File: src/rtl/burst_arb_ctrl.sv
// Round-robin burst arbiter: grants one requester at a time for a len+1 beat
// burst. A grant ends on the last beat, when the owner drops its request, or on a stall timeout.
module burst_arb_ctrl #(
    parameter int NUM_REQ = 6,
    parameter int LEN_W   = 4,
    parameter int TO_CYC  = 16
) (
    input  logic                     clk,
    input  logic                     rst,
    input  logic [NUM_REQ-1:0]       req,
    input  logic [NUM_REQ*LEN_W-1:0] len,
    input  logic                     res_ready,
    output logic [NUM_REQ-1:0]       grant,
    output logic [2:0]               gnt_id,
    output logic                     busy,
    output logic                     beat_en,
    output logic                     last_beat,
    output logic                     timeout_err
);

    localparam int ST_W = $clog2(TO_CYC + 1);

    typedef enum logic {IDLE, GRANT} state_t;

    state_t                  state, state_nx;
    logic [2:0]              ptr, win_id, gnt_id_nx;
    logic                    win_vld, owner_req, owner_drop, stalled, timeout_hit, to_err_nx;
    logic [NUM_REQ-1:0]      grant_nx;
    logic [LEN_W-1:0]        beat_cnt;
    logic [ST_W-1:0]         stall_cnt;
    logic [7:0]              req_pad;
    logic [7:0][LEN_W-1:0]   len_pad;

    // Pad to the full 3-bit index space so gnt_id/win_id can index directly.
    assign req_pad = 8'(req);
    assign len_pad = (8*LEN_W)'(len);

    assign busy        = (state == GRANT);
    assign owner_req   = req_pad[gnt_id];
    assign owner_drop  = busy & ~owner_req;
    assign beat_en     = busy & res_ready & owner_req;
    assign last_beat   = beat_en & (beat_cnt == '0);
    assign stalled     = busy & ~res_ready;
    assign timeout_hit = stalled & (stall_cnt == ST_W'(TO_CYC - 1));

    // Round-robin search starting one past the last winner.
    always_comb begin
        int idx;
        idx     = 0;
        win_vld = 1'b0;
        win_id  = '0;
        for (int k = 1; k <= NUM_REQ; k++) begin
            idx = (int'(ptr) + k) % NUM_REQ;
            if (!win_vld && req_pad[idx[2:0]]) begin
                win_vld = 1'b1;
                win_id  = idx[2:0];
            end
        end
    end

    always_ff @(posedge clk or posedge rst) begin
        if (rst) state <= IDLE;
        else     state <= state_nx;
    end

    always_comb begin
        state_nx = state;
        case (state)
            IDLE:    if (win_vld) state_nx = GRANT;
            GRANT:   if (owner_drop || last_beat || timeout_hit) state_nx = IDLE;
            default: state_nx = IDLE;
        endcase
    end

    // A req drop takes priority over a coincident timeout: no error pulse then.
    always_comb begin
        grant_nx  = grant;
        gnt_id_nx = gnt_id;
        to_err_nx = 1'b0;
        if (state == IDLE && win_vld) begin
            grant_nx  = NUM_REQ'(1) << win_id;
            gnt_id_nx = win_id;
        end else if (state == GRANT && state_nx == IDLE) begin
            grant_nx  = '0;
            gnt_id_nx = '0;
            to_err_nx = owner_req & timeout_hit;
        end
    end

    always_ff @(posedge clk or posedge rst) begin
        if (rst) begin
            grant       <= '0;
            gnt_id      <= '0;
            timeout_err <= 1'b0;
            ptr         <= 3'(NUM_REQ - 1);
            beat_cnt    <= '0;
            stall_cnt   <= '0;
        end else begin
            grant       <= grant_nx;
            gnt_id      <= gnt_id_nx;
            timeout_err <= to_err_nx;
            if (state == IDLE && win_vld) begin
                ptr      <= win_id;
                beat_cnt <= len_pad[win_id];
            end else if (beat_en && !last_beat) begin
                beat_cnt <= beat_cnt - 1'b1;
            end
            stall_cnt <= (stalled && state_nx == GRANT) ? stall_cnt + 1'b1 : '0;
        end
    end

endmodule

File: config.mk
export PLATFORM = sky130hd
export DESIGN_NAME = burst_arb_ctrl
export DESIGN_NICKNAME = d
export VERILOG_FILES = /design/src/rtl/burst_arb_ctrl.sv
export SDC_FILE = /design/constraint.sdc
export NUM_CORES = 1
export LEC_CHECK = 0
export CORE_MARGIN = 4
export CORE_UTILIZATION = 35
export CTS_CLUSTER_DIAMETER = 40
export DETAILED_ROUTE_END_ITERATION = 8
export MAX_ROUTING_LAYER = met4
export PLACE_DENSITY = 0.68
export SLEW_MARGIN = 15
export SYNTH_ARGS = -nofsm -noshare
export SYNTH_HDL_FRONTEND = slang
export SYNTH_SLANG_ARGS = --single-unit
File: constraint.sdc
create_clock -name clk -period 4.6 [get_ports clk]
set_input_delay 0.92 -clock clk [delete_from_list [all_inputs] [get_ports clk]]
set_output_delay 0.92 -clock clk [all_outputs]
set_load 0.005 [all_outputs]
==> qor.json <==
{
  "cells_and_area": {
    "mostFrequentLayoutCell": "sky130_fd_sc_hd__clkdlybuf4s50_1",
    "finish.net_count": 347,
    "layout-area-overhead-vs-synth_pct": 25.6,
    "final_cell_mix": "45 x sky130_fd_sc_hd__clkdlybuf4s50_1, 28 x sky130_fd_sc_hd__nand2_1, 22 x sky130_fd_sc_hd__nor2_1, 21 x sky130_fd_sc_hd__dfrtp_1, 15 x sky130_fd_sc_hd__inv_1",
    "drive_above_1_share_pct": 13.4,
    "finish.cell_count_without_fillers": 374,
    "antenna-diode-count": 0
  },
  "worst_setup_path": {
    "critPathKind": "flip-flop to flip-flop",
    "critPathMaxFanout": 17,
    "worstPathArrival_ns": 4.25,
    "cpMostUsedCell": "sky130_fd_sc_hd__ha_1",
    "cell_class_contributing_the_biggest_share_of_worst_path_delay": "compound AO/OA/AOI/OAI gates",
    "worst-r2r-setup-slack_ns": 0.49,
    "required_worst_endpoint_ns": 4.75,
    "list_of_cells_traversed_by_the_critical_path": "inv_1 -> ha_1 -> a21oi_2 -> inv_2 -> ha_1 -> nor2b_1 -> a211o_1 -> o41ai_1 -> nor3_1 -> a21oi_1 -> o211ai_1 -> nor3b_2 -> buf_4 -> mux2_1 -> a22oi_1 -> a31oi_1",
    "timing.critical_path.slowest_stage_cell": "sky130_fd_sc_hd__dfstp_2",
    "element_type_at_the_critical_path_start": "flip-flop",
    "worstPathBufferInverterCount": 3,
    "max_stage_delay_ns": 0.64,
    "setup.worst_path.end_class": "flip-flop"
  },
  "yosys": {
    "synthXorXnorAreaFrac_pct": 2.63,
    "main_combinational_cell_family_by_area_after_synthesis": "compound AO/OA/AOI/OAI gates",
    "synth-edff-count": 0,
    "synth.largest_area_cell": "sky130_fd_sc_hd__dfrtp_1",
    "yosys_register_bits": 23,
    "yosys_most_used_dff": "sky130_fd_sc_hd__dfrtp_1",
    "synth.yosys.warnings": 0,
    "yosys-mux-area-fraction_pct": 13.8,
    "netlist_instances": 253,
    "yosys.cell_types.count": 65,
    "asyncSetResetFlopFracSynth_pct": 100,
    "synth_simple_gate_area_share_pct": 21.7,
    "netlist.area_leader.share_pct": 23.5,
    "yosys-top-cells-area": "sky130_fd_sc_hd__dfrtp_1 24%, sky130_fd_sc_hd__ha_1 7.8%, sky130_fd_sc_hd__mux2i_1 4.9%",
    "yosys.area_share.adder_pct": 7.85,
    "mappedNetlistArea_sq_um": 2230,
    "syn-num-nets": 300,
    "sequential_area_share_after_synthesis_pct": 25.9,
    "post_synthesis_compound_gate_area_fraction_pct": 22.8,
    "post_synth.cell_area_avg_sq_um": 8.82
  },
  "placement": {
    "placement.io_buffers": 45,
    "hpwlAfterDp_microns": 4580,
    "place.gp.congestion": 0.921,
    "dpl.cell_count": 370
  },
  "routing": {
    "drcViolationCount": 0,
    "detailroute.via_count": 2049,
    "routed_wire_length_per_instance_microns": 15.3,
    "detailedRoute.firstPassIterationCount": 4,
    "vias_per_cell": 5.48,
    "routed_wl_microns": 5710,
    "dr.first_iter.drc_count": 136,
    "route.antenna.remaining_nets": 0
  },
  "global_routing": {
    "globalRouteTotalUtil_pct": 15.8,
    "grt_first_pass_wirelength_microns": 9520,
    "grt_overflow_total": 0,
    "first_global_vias": 2009,
    "grt_max_degree": 24,
    "antenna_found_initial": 0
  },
  "clocking": {
    "clockRootBuffer": "sky130_fd_sc_hd__clkbuf_8",
    "ctsHtreeMaxLevel": 1,
    "tritoncts_buffers": 3,
    "cts.sinks": 23,
    "post_cts_hold_buffer_count": 0,
    "cts_setup_buffers": 0,
    "clock_path_buffers": 2,
    "worst_setup_hold_path_clk_slew_ns": 0.08,
    "cts_repair_resize_count": 0,
    "clkLatencyLatePin_ns": 0.26,
    "tritoncts_clock_tree": "built"
  },
  "flow_run": {
    "maxCapViolCount": 0
  },
  "floorplan": {
    "core-area_sq_um": 6060,
    "design.die.area_sq_um": 7720,
    "initial_utilization_pct": 36.8,
    "ios": 46,
    "die-width_microns": 87.9,
    "dieHeight_microns": 87.9,
    "placementRows": 28
  },
  "status": {
    "outcome": "completed"
  },
  "sta": {
    "fmax_ghz": 0.244,
    "tightestPinTransition_ns": 0.871,
    "minimum_period_implied_by_the_final_worst_setup_slack_ns": 4.11,
    "unrepaired_setup_endpoints_after_global_routing": "false",
    "hold_violations": 0,
    "min_period_over_period_pct": 89.2,
    "timing.setup.tns_ns": 0,
    "finalSetupViolations": 0,
    "max-slew-margin-rel_pct": 41.9,
    "maxSlewViolCount": 0,
    "clk_skew_ns": 0.00466
  },
  "min_path": {
    "hold_path_class": "flip-flop to flip-flop"
  }
}
## cells by family after synthesis
family	count (synthesis)
adders and majority gates	14
xor gates and xnor gates	5
and+or+nand+nor	92
AOI/OAI and AO/OA	70
muxes	25
DFF	23
buffers and inverters	24
## worst paths after layout
| path | start | to | cells past startpoint |
|---|---|---|---|
| min in group asynchronous | rst | grant[4]$_DFFE_PP0P_ | 2 |
| max in group asynchronous | rst | ptr[1]$_DFFE_PP0P_ | 2 |
| worst max-delay path | ptr[2]$_DFFE_PP1P_ | beat_cnt[0]$_DFFE_PP0P_ | 16 |
| worst max register to register | ptr[2]$_DFFE_PP1P_ | beat_cnt[0]$_DFFE_PP0P_ | 16 |
| worst min-delay path | stall_cnt[0]$_DFF_PP0_ | stall_cnt[0]$_DFF_PP0_ | 1 |
| worst min register to register | stall_cnt[0]$_DFF_PP0_ | stall_cnt[0]$_DFF_PP0_ | 1 |
## per-stage QoR
stage | hold WS (ns) | cell area [sq um] | worst slack [ns] | utilization (%)
after global routing | 0.518 | 2800 | 0.195 | 46.2
after global placement | 0.456 | 2760 | 0.451 | 45.5
final | 0.464 | 2800 | 0.495 | 46.2
after floorplan | 0.431 | 2230 | 0.721 | -
after detailed placement | 0.460 | 2760 | 0.473 | 45.5
after CTS | 0.471 | 2800 | 0.515 | 46.2
## cell type report
cell class / instances / area, sq um
multi-input combinational: 206 / 1540
timing repair buffer: 49 / 480
inverter: 17 / 63.8
sequential: 23 / 578
fill: 597 / 3260
tap: 75 / 93.8
clock buffer: 4 / 45.0
## synthesized netlist by cell type (all sizes together), types with 2 or more instances
master  instances
xor2            2
a211o           3
nand3           7
nor2           22
mux2i          15
a21oi          15
a31oi           3
buf             6
o32ai           2
nor3b           2
a22oi           5
a21o            3
nand3b          2
xnor2           3
nand2b          2
dfrtp          21
nor2b           4
and3            2
nand2          29
a32oi           2
mux2            8
or3             5
inv            17
nor4            2
and2            2
nand4           5
mux4            2
nand4b          2
a211oi          3
o22ai           2
nor3            3
ha             14
o21ai          19
dfstp           2
o211ai          3
## sequential cells by signal, indices dropped and copies added (netlist names)
register and count:
gnt_id 3, ptr 3, beat_cnt 4, busy 1, grant 6, timeout_err 1
stall_cnt 5
## layer usage
layer  share of wire, %  global-route usage [%]  wire length, microns
met1                 47                    20.5                  2700
met2                 49                    26.9                  2770
met3                4.0                    1.98                   229
met4               0.25                    2.51                    14
met5                  0                       -                     0
Power is not shown: default switching activity piles up to over one toggle a cycle in this logic, so the estimate is an artifact.
